--- config.mk ---
export PLATFORM = sky130hd
export DESIGN_NAME = wb_regbank_slave
export DESIGN_NICKNAME = d
export VERILOG_FILES = /design/src/rtl/wb_regbank_slave.sv
export SDC_FILE = /design/constraint.sdc
export NUM_CORES = 1
export LEC_CHECK = 0
export BUFFER_PORTS_ARGS = -buffer_cell sky130_fd_sc_hd__buf_2
export CAP_MARGIN = 25
export CORE_ASPECT_RATIO = 1.2
export CORE_MARGIN = 2
export CORE_UTILIZATION = 39
export CTS_CLUSTER_DIAMETER = 150
export DETAILED_ROUTE_END_ITERATION = 8
export GPL_TIMING_DRIVEN = 0
export HOLD_SLACK_MARGIN = 0.12
export PLACE_DENSITY = 0.73
export SETUP_SLACK_MARGIN = 0.15
export SYNTH_ARGS = -nofsm -noshare
export SYNTH_HDL_FRONTEND = slang
export SYNTH_SLANG_ARGS = --single-unit
--- constraint.sdc ---
create_clock -name p_clk -period 7.4 [get_ports p_clk]
set_clock_uncertainty 0.2 [all_clocks]
set_input_delay 1.48 -clock p_clk [delete_from_list [all_inputs] [get_ports p_clk]]
set_output_delay 1.48 -clock p_clk [all_outputs]
set_load 0.05 [all_outputs]
--- src/rtl/wb_regbank_slave.sv ---
// wb_regbank_slave: Wishbone classic register bank with sticky/masked IRQ controller; define WB_REGBANK_TXCNT_EN to add the TXCNT register
module wb_regbank_slave #(
    parameter int NREGS  = 8,
    parameter int NIRQ   = 4,
    parameter bit ERR_EN = 1
) (
    input  logic                  p_clk,
    input  logic                  p_resetn,
    input  logic [NIRQ-1:0]       raise_irq,
    output logic                  irq,
    output logic [NREGS*32-1:0]   module_regs,
    output logic [NREGS-1:0]      initialized,
    input  logic [31:0]           p_wb_DAT_I,
    output logic [31:0]           p_wb_DAT_O,
    input  logic [31:0]           p_wb_ADR_I,
    output logic                  p_wb_ACK_O,
    input  logic                  p_wb_CYC_I,
    output logic                  p_wb_ERR_O,
    input  logic                  p_wb_LOCK_I,
    output logic                  p_wb_RTY_O,
    input  logic [3:0]            p_wb_SEL_I,
    input  logic                  p_wb_STB_I,
    input  logic                  p_wb_WE_I
);
    typedef enum logic {IDLE, RESP} state_t;
`ifdef WB_REGBANK_TXCNT_EN
    localparam int TX = 1;
`else
    localparam int TX = 0;
`endif
    localparam logic [29:0] I_STAT = 30'(NREGS);
    localparam logic [29:0] I_MASK = 30'(NREGS + 1);
    localparam logic [29:0] N_MAP  = 30'(NREGS + 2 + TX);

    state_t            state, state_nx;
    logic [31:0]       regs [NREGS];
    logic [NIRQ-1:0]   irq_status, irq_mask, stat_clr;
    logic [29:0]       idx;
    logic              req, valid, wr, unused;
    logic [31:0]       wmask, rdata;
`ifdef WB_REGBANK_TXCNT_EN
    localparam logic [29:0] I_TX = 30'(NREGS + 2);
    logic [31:0]       txcnt;
`endif

    assign unused     = p_wb_LOCK_I;
    assign p_wb_RTY_O = 1'b0;
    assign idx        = p_wb_ADR_I[31:2];
    assign req        = state == IDLE && p_wb_CYC_I && p_wb_STB_I;
    assign valid      = p_wb_ADR_I[1:0] == 2'b00 && idx < N_MAP;
    assign wr         = req && p_wb_WE_I && valid;
    assign wmask      = {{8{p_wb_SEL_I[3]}}, {8{p_wb_SEL_I[2]}}, {8{p_wb_SEL_I[1]}}, {8{p_wb_SEL_I[0]}}};
    assign stat_clr   = wr && idx == I_STAT ? p_wb_DAT_I[NIRQ-1:0] & wmask[NIRQ-1:0] : '0;

    for (genvar i = 0; i < NREGS; i++) begin : g_out
        assign module_regs[32*i +: 32] = regs[i];
    end

    always_comb begin
        rdata = '0;
        for (int r = 0; r < NREGS; r++)
            if (idx == 30'(r)) rdata = regs[r];
        if (idx == I_STAT) rdata = 32'(irq_status);
        if (idx == I_MASK) rdata = 32'(irq_mask);
`ifdef WB_REGBANK_TXCNT_EN
        if (idx == I_TX) rdata = txcnt;
`endif
        if (!valid) rdata = '0;
    end

    always_comb state_nx = req ? RESP : IDLE;

    always_ff @(posedge p_clk) state <= !p_resetn ? IDLE : state_nx;

    always_ff @(posedge p_clk) begin
        if (!p_resetn) begin
            for (int r = 0; r < NREGS; r++) regs[r] <= '0;
            initialized <= '0;
            irq_status  <= '0;
            irq_mask    <= '0;
            irq         <= 1'b0;
            p_wb_DAT_O  <= '0;
            p_wb_ACK_O  <= 1'b0;
            p_wb_ERR_O  <= 1'b0;
`ifdef WB_REGBANK_TXCNT_EN
            txcnt       <= '0;
`endif
        end else begin
            p_wb_ACK_O <= req && (valid || !ERR_EN);
            p_wb_ERR_O <= req && !valid && ERR_EN;
            if (req && !p_wb_WE_I) p_wb_DAT_O <= rdata;
            // raise is OR-ed after the clear so a simultaneous request wins
            irq_status <= (irq_status & ~stat_clr) | raise_irq;
            irq        <= |(irq_status & irq_mask);
            if (wr && idx == I_MASK)
                irq_mask <= (irq_mask & ~wmask[NIRQ-1:0]) | (p_wb_DAT_I[NIRQ-1:0] & wmask[NIRQ-1:0]);
            for (int r = 0; r < NREGS; r++)
                if (wr && idx == 30'(r)) begin
                    regs[r] <= (regs[r] & ~wmask) | (p_wb_DAT_I & wmask);
                    if (|p_wb_SEL_I) initialized[r] <= 1'b1;
                end
`ifdef WB_REGBANK_TXCNT_EN
            txcnt <= wr && idx == I_TX ? '0 : txcnt + 32'(req && (valid || !ERR_EN));
`endif
        end
    end
endmodule

==> results.md, run 1 <==
Placed design:
- The global placer's final weighted congestion is 0.965.
- Input and output buffers added on the ports amount to 370.
- Summed over all nets, the half-perimeter wirelength after detailed placement is 45500 um.

Worst setup path:
- The required time at the endpoint of the critical path is 7.42 ns.
- The endpoint class of the critical path is a flop.
- The arrival time of data at the critical path endpoint is 5.26 ns.
- The largest fanout on the critical path is 17.
- The kind of start point of the critical path is an input port.
- Setup slack on the worst reg-to-reg path comes out at 4.37 ns.
- The worst setup path is of the in -> reg kind.

STA:
- Setup repair after global routing left no endpoint under its margin.
- The period utilization is 70.8%.
- The worst slew margin relative to its limit is 23.1%.
- Setup violations remaining at the end of the flow were counted as 0.
- The peak clock frequency supported by timing is 191 MHz.
- At the pin with the least slew margin, the transition time is 1.14 ns.
- The number of pins exceeding their max-slew limit in the final report is 0.
- Final hold analysis gives a worst-case slack of 0.270 ns.
- After layout, the minimum clock period comes to 5.24 ns.
- The count of final hold-check violations is 0.

Die:
- The floorplan has 78 rows.
- Measured along the y axis, the die boundary spans 219 um.
- In this run the horizontal extent of the chip is 183 um.
- The count of pins on the block boundary is 378.
- The total die area is 0.0402 sq mm.
- After floorplanning, the core was sized to cover 0.0380 sq mm.
- The initial utilization of the core area, before any placement, comes to 39.6%.

Clocking:
- Clock tree synthesis selected as its root buffer the cell sky130_fd_sc_hd__clkbuf_16.
- Counting the buffers created by CTS gives 34.
- Counting along the longest clock path gives a buffer depth of 3.
- After clock tree synthesis, the repair step resized 0 gates.
- The CTS tree is done.
- The CTS clock-pin slew for the worst setup and hold paths is 0.06 ns.
- The count of buffers added by post-CTS timing repair for setup is 0.
- The number of hold buffers added after cts is 0.
- The depth of the CTS H-tree is 2.
- The clock net sink count is 308.
- For the worst-skew pair, the clock arrives at the later sink with an insertion delay of 0.53 ns.

Logic synthesis:
- The post-synthesis instance total is 1326.
- The area share of the largest cell type after synthesis is 51.1%.
- The post-synthesis instance area is 0.0150 sq mm.
- After synthesis, the largest family of logic cells by area is simple AND/OR/NAND/NOR gates.
- By area the synthesized netlist is led by sky130_fd_sc_hd__edfxtp_1 (51%), sky130_fd_sc_hd__nand2b_1 (11%), sky130_fd_sc_hd__a21oi_1 (9.6%).
- Of the total synthesized cell area, the portion taken by full adders, half adders and majority gates is 0%.
- The fraction of the mapped netlist area in simple logic gates is 17.3%.
- The biggest area contributor in the post-synthesis netlist is sky130_fd_sc_hd__edfxtp_1.
- The count of yosys warnings during synthesis is 0.
- The synthesized area per cell is 11.3 sq um.
- Counting flops and latches in the post-synthesis netlist gives 308.
- Of all flip-flops after synthesis, the portion carrying an async set or reset was 0%.
- Measured against the total synthesized area, the mux share comes to 5.11%.
- The most used flip-flop cell after synthesis is sky130_fd_sc_hd__edfxtp_1.
- The register area share after synthesis is 58.0%.
- The synthesized design contains 256 enable-type register cells.
- The unique cell type count in the Yosys netlist is 58.
- The compound-gate portion of the synthesized area is 16.9%.
- The xor/xnor share of the synthesized area is 0%.
- The number of nets handed over by synthesis was 1404.

Power and ir drop:
- The total net switching power is 1310 uW.
- The proportion of power drawn by the clock network is 39.4%.
- The combinational fraction of design power is 15.3%.
- The worst-case IR drop observed on VDD is 0.190 mV.
- In this run the power density over the cells is 237 mW/mm^2.
- Summed over all cells, the static leakage comes to 0.00707 uW.
- Of the total power, the share spent switching nets is 29.2%.
- The internal cell power is 3180 uW.
- Per report_power, the sequential group accounts for 45.3% of the total.

Finish:
- Summing all multi-input logic gate instances after layout gives 0.00600 sq mm.
- For this run, the post-layout net count is 1820.
- The utilization after layout is 49.9%.
- The area added between synthesis and finish is 25.9%.
- The fraction of layout cells with a size suffix above 1 is 28.3%.
- Counting the fill cells in the layout gives 3455.
- The storage element area is 0.00873 sq mm.

Run:
- The max-cap violation count is 0.

Global routing:
- The number of global-route vias before repair is 13100.
- The number of antenna violations at the first check in global routing is 4.
- The total routing usage reported by global routing is 29.9%.
- Entering global routing, the biggest net connects 24 pins.
- The first-pass GRT wire length is 87200 um.
- After global routing the overflow that remains totals 0.

Status:
- The flow ran to the end, and the final reports show no timing, DRC or antenna violations.

Drt:
- For this block, the via count after detailed routing is 13600.
- The iteration count of the initial detailed-routing pass is 8.
- The detailed-route DRC error count is 0.
- The DRC violation total after the first TritonRoute iteration is 1682.
- The detail route stage leaves a number of antenna-violating nets equal to 0.
- The number of vias per cell after detailed routing is 6.06.
- The aggregate routed wire length is 62100 um.
- In the final routed layout, each cell accounts on average for 27.6 um.

Worst hold path:
- The type of the tightest min-delay check is reg -> reg.
==> flip-flops by register name (all words and copies together), names as in the netlist, named ones only <==
| name | cells |
|---|---|
| regs | 256 |
| p_wb_DAT_O | 32 |
| initialized | 8 |
| irq_status | 4 |
| irq | 1 |
| p_wb_ACK_O | 1 |
| p_wb_ERR_O | 1 |
| state | 1 |
==> final timing paths <==
path	startpoint	cells after the start	to
worst min-delay path	initialized[4]	2	initialized[4]
worst max register to register	state	6	p_wb_DAT_O[29]
worst max-delay path	p_wb_ADR_I[14]	9	regs[0][56]
worst min register to register	initialized[4]	2	initialized[4]
==> area by class of cell <==
cell class / count / share of cell area (%)
timing repair buffer: 380 / 11.0
inverter: 3 / 0.0594
tap: 480 / 3.17
clock inverter: 16 / 1.06
buffer: 98 / 2.05
multi-input combinational: 917 / 31.7
sequential: 308 / 46.1
clock buffer: 43 / 4.89
antenna: 4 / 0.0528
==> cell usage after synthesis, types with 12 or more instances <==
master                     number
sky130_fd_sc_hd__clkbuf_1      80
sky130_fd_sc_hd__dfxtp_1       52
sky130_fd_sc_hd__edfxtp_1     256
sky130_fd_sc_hd__nor3_1        12
sky130_fd_sc_hd__a32o_1        21
sky130_fd_sc_hd__buf_2         13
sky130_fd_sc_hd__nor2_1        30
sky130_fd_sc_hd__o21ai_0       54
sky130_fd_sc_hd__nand2b_1     260
sky130_fd_sc_hd__nand2_1       79
sky130_fd_sc_hd__a21oi_1      288
sky130_fd_sc_hd__a222oi_1      19
sky130_fd_sc_hd__mux2i_1       15
sky130_fd_sc_hd__mux4_2        26
==> layout by cell type, fill, tap and decap left out, types with 7 or more instances in the layout <==
master / count
sky130_fd_sc_hd__buf_2: 384
sky130_fd_sc_hd__a21oi_1: 288
sky130_fd_sc_hd__nand2b_1: 260
sky130_fd_sc_hd__edfxtp_1: 256
sky130_fd_sc_hd__clkbuf_1: 86
sky130_fd_sc_hd__nand2_1: 78
sky130_fd_sc_hd__dfxtp_1: 52
sky130_fd_sc_hd__o21ai_0: 47
sky130_fd_sc_hd__clkbuf_16: 35
sky130_fd_sc_hd__nor2_1: 30
sky130_fd_sc_hd__mux4_2: 26
sky130_fd_sc_hd__a32o_1: 21
sky130_fd_sc_hd__a222oi_1: 19
sky130_fd_sc_hd__mux2i_1: 15
sky130_fd_sc_hd__nor3_1: 12
sky130_fd_sc_hd__nor4_4: 7
sky130_fd_sc_hd__o21ai_4: 7
sky130_fd_sc_hd__and3_1: 7
==> critical path, cell delays in order <==
cell and delay [ns]:
sky130_fd_sc_hd__buf_2 0.10, sky130_fd_sc_hd__nor4_2 0.50, sky130_fd_sc_hd__nand3_2 0.31, sky130_fd_sc_hd__nor4_4 0.59, sky130_fd_sc_hd__buf_2 0.41, sky130_fd_sc_hd__buf_2 0.41
sky130_fd_sc_hd__nand2_1 0.34, sky130_fd_sc_hd__o21ai_4 0.82, sky130_fd_sc_hd__buf_16 0.26
==> kinds of logic after synthesis <==
family                 after synthesis
buffers and inverters              101
other                                1
multiplexers                        44
AO/OA/AOI/OAI                      435
AND/OR/NAND/NOR                    437
flip-flops                         308
==> metal layers <==
layer	global-route usage, %	vias up	wire [um]
met4	16.5	0	3440
met3	6.59	184	6700
met5	0	-	0
li1	-	5805	-
met1	37.5	6684	22600
met2	48.3	964	29400
==> metrics by stage <==
step	area (sq um)	power, uW	cells	setup TNS, ns	setup WS [ns]
2_1_floorplan	15000	2510	1326	0	1.47
3_3_place_gp	17500	2740	2176	-395.08	-2.30
3_5_place_dp	17800	2750	2186	0	1.71
4_1_cts	18900	4500	2245	0	2.27
5_1_grt	18900	4600	2249	0	2.14
6_report	18900	4500	2249	0	2.16
==> power groups by stage <==
stage | Clock, uW | Sequential [uW] | Combinational, uW
after CTS | 1780 | 2040 | 681
final | 1770 | 2040 | 687
after global routing | 1850 | 2040 | 711
after global placement | 0 | 2080 | 656
after detailed placement | 0 | 2070 | 679
after floorplan | 0 | 2330 | 182
Power figures use the tool's default switching activity.
==> inputs of run 2 (changes only) <==
Settings changed: PLACE_DENSITY 0.73 to 0.75.
Clock period 7.4 ns to 4.25 ns, I/O delays scaled along.
==> run 2 against run 1 <==
Die area is the same. Sequential power is 74% higher. Final cell count rose by 0.31%. Global-route usage increased by 0.17 points. Flip-flop and latch count is the same. Final area rose by 0.59%. Register-to-register slack lost 3.3 ns. Sequential share of layout area decreased by 0.27 points. Critical path type unchanged. Largest power group unchanged.
==> results.md, run 2 (same netlist as run 1, synthesis figures left out) <==
Status:
- The run finished with clean final reports.

Clocking:
- TritonCTS built the clock tree.
- The clock latency reported for the late side of the worst-skew pair is 0.53 ns (about the same).
- The CTS clock-pin slew for the worst setup and hold paths is 0.06 ns (about the same).
- The clock net sink count came to 308 (unchanged).
- The number of buffers created by CTS is 34 (unchanged).
- The clock root buffer is sky130_fd_sc_hd__clkbuf_16.
- The number of buffers between clock root and the deepest sink came to 3 (unchanged).
- The depth of the CTS H-tree is 2 (unchanged).
- The number of hold buffers added after cts is 0 (unchanged).

Placed design:
- The count of input and output buffers was 370 (unchanged).
- The worst slack after detailed placement is -0.869 ns (-2.58 ns).
- The global placer's final weighted congestion is 0.928 (-3.9%).
- The post-detailed-placement half-perimeter wirelength is 45900 um (+0.94%).
- The standard cell area after detailed placement is 0.0178 sq mm (about the same).

Worst setup path:
- The required time at the endpoint of the critical path is 4.28 ns (-3.14 ns).
- The critical path in this run is classified as in -> reg.
- The largest fanout on the critical path was 10 (-7).
- The number of cells on the critical path is 7 (-2).
- The critical path goes through clkbuf_1 -> clkbuf_1 -> buf_1 -> nor2_1 -> nand2_1 -> clkbuf_1 -> a21oi_1.
- The worst setup path is captured at a flop.
- The slowest stage cell on the critical path is sky130_fd_sc_hd__clkbuf_1.
- The depth of the worst register-to-register path is 6 (unchanged).
- The number of buffers and inverters on the critical path is 4 (unchanged).
- The critical path's most frequent cell is sky130_fd_sc_hd__clkbuf_1.
- Broken down by cell family, the worst path's largest delay share belongs to buffers and inverters.
- The kind of start point of the critical path is an input port.
- The arrival time of data at the critical path endpoint is 4.17 ns (-1.09 ns).
- The delay of the slowest cell on the worst path came to 0.79 ns (-0.03 ns).

Power and ir drop:
- The peak supply drop is 0.315 mV (+66%).
- The internal cell power came to 5530 uW (+74%).
- The combinational fraction of design power is 15.5% (+0.2 points).
- The total net switching power is 2280 uW (+74%).
- The switching power as a share of total power is 29.2% (+0.047 points).
- The static power due to leakage was 0.00713 uW (+0.80%).
- The proportion of power drawn by the clock network is 39.0% (-0.4 points).
- The total power density per cell area was 410 mW/mm^2 (+73%).
- The sequential cell fraction of total power is 45.5% (+0.2 points).

Global routing:
- The first-pass GRT wire length is 87600 um (+0.43%).
- The number of global-route vias before repair is 13300 (+1.6%).
- The number of antenna violations at the first check in global routing is 1 (-3).
- The maximum number of pins on one net before global-route repair is 20 (-17%).
- The total congestion overflow after global routing is 0 (unchanged).
- The total routing usage reported by global routing is 30.1% (+0.17 points).

Finish:
- The library cell used most frequently in the layout, excluding fill and tap cells, is sky130_fd_sc_hd__buf_2.
- The utilization after layout is 50.2% (+0.29 points).
- The top cell types in the final layout, fill and taps aside, are sky130_fd_sc_hd__buf_2 (383), sky130_fd_sc_hd__a21oi_1 (288), sky130_fd_sc_hd__nand2b_1 (260), sky130_fd_sc_hd__edfxtp_1 (256), sky130_fd_sc_hd__clkbuf_1 (94).
- regs holds more flip-flops than any other register.
- The area added between synthesis and finish is 26.6%.
- The design area was 0.0191 sq mm (+0.59%).
- The antenna diode instance count came to 0 (-4).
- The largest registers in the layout are regs (256), p_wb_DAT_O (32), initialized (8).
- The number of nets in the layout is 1828 (+0.44%).
- The flip-flop count of the largest register, all copies and words added is 256 (unchanged).
- The fraction of layout cells with a size suffix above 1 is 28.6% (+0.27 points).

STA:
- The final critical path time including I/O delays and setup is 4.14 ns.
- Based on the critical path, the design can be clocked at up to 242 MHz.
- The final worst setup slack came to 0.112 ns (-2.05 ns).
- The slew at the pin closest to its max-slew limit is 1.04 ns (-0.105 ns).
- The setup TNS after final layout was 0 ns (unchanged).
- The count of final hold-check violations is 0 (unchanged).
- The period utilization is 97.4%.
- The count of endpoints failing setup in the final report came to 0 (unchanged).
- The worst hold slack across all endpoints came to 0.262 ns (-0.00815 ns).
- The number of pins exceeding their max-slew limit in the final report is 0 (unchanged).
- The worst slew margin relative to its limit is 30.8% (+7.7 points).
- Setup repair after global routing left no endpoint under its margin.

Drt:
- The overall via count from detail_route is 13800 (+1.1%).
- The DRC violation total after the first TritonRoute iteration was 1954 (+16%).
- Signal routing reaches up to met4.
- The iteration count of the initial detailed-routing pass is 7 (-1).
- The wire length on met3 is 7010 um (+4.7%).
- The aggregate routed wire length came to 62400 um (+0.45%).
- The routed length per placed instance is 27.7 um (+0.14%).
- The remaining number of nets flagged by the antenna check after routing is 0 (unchanged).
- The sum of met2 wire segment lengths after detailed routing is 28700 um (-2.2%).
- The sum of routed wire segments on met1 was 22100 um (-2.4%).
- The number of vias per cell after detailed routing is 6.11 (+0.75%).
- The detailed-route DRC error count is 0 (unchanged).

Die:
- The vertical die dimension is 219 um (unchanged).
- The total die area is 0.0402 sq mm (unchanged).
- The effective utilization at floorplan is 39.6% (unchanged).
- The core area came to 0.0380 sq mm (unchanged).
- The floorplan die width is 183 um (unchanged).
- The count of pins on the block boundary is 378 (unchanged).
- The number of rows in the core area is 78 (unchanged).

Worst hold path:
- The number of instances on the worst hold path is 1 (-1).
- The type of the tightest min-delay check is reg -> reg.

Run:
- The max-cap violation count was 0 (unchanged).
[run 2: final timing paths]
path	start	to	slack, ns
worst max-delay path	p_wb_ADR_I[3]	regs[0][24]	0.11
worst min-delay path	initialized[1]	initialized[1]	0.26
worst max register to register	state	p_wb_DAT_O[5]	1.04
worst min register to register	initialized[1]	initialized[1]	0.26
[run 2: stage by stage]
step / cells / power [uW]
after floorplan: 1326 / 4370
after global placement: 2176 / 4750
after detailed placement: 2186 / 4790
after CTS: 2253 / 7800
after global routing: 2256 / 7980
final: 2256 / 7810
[run 2: what timing repair did]
item                                    4_1_cts  5_1_grt
buffers inserted                              5        1
resized for setup                             0        1
gates cloned                                  0        0
endpoints found under the setup margin      128       43
pin swaps                                     4        0
[run 2: area by class of cell]
class,instances,area (sq um)
inverters,3,11.3
well taps,480,601
fillers,3445,18900
multi-input cells,917,6000
flip-flops and latches,308,8730
repair buffers,388,2190
clock inverters,6,78.8
clock buffers,56,1050
plain buffers,98,388
[run 2: power by group through the flow]
stage	clock network [uW]	logic, uW	registers, uW
finish	3050	1210	3550
global route	3170	1250	3560
CTS	3060	1200	3540
detailed placement	0	1180	3610
global placement	0	1140	3610
floorplan	0	318	4050
[run 2: per-layer routing]
layer,vias to the layer above,global-route usage [%]
met1,6615,36.5
li1,5833,-
met3,239,6.80
met5,-,0
met2,1095,47.8
met4,0,20.9
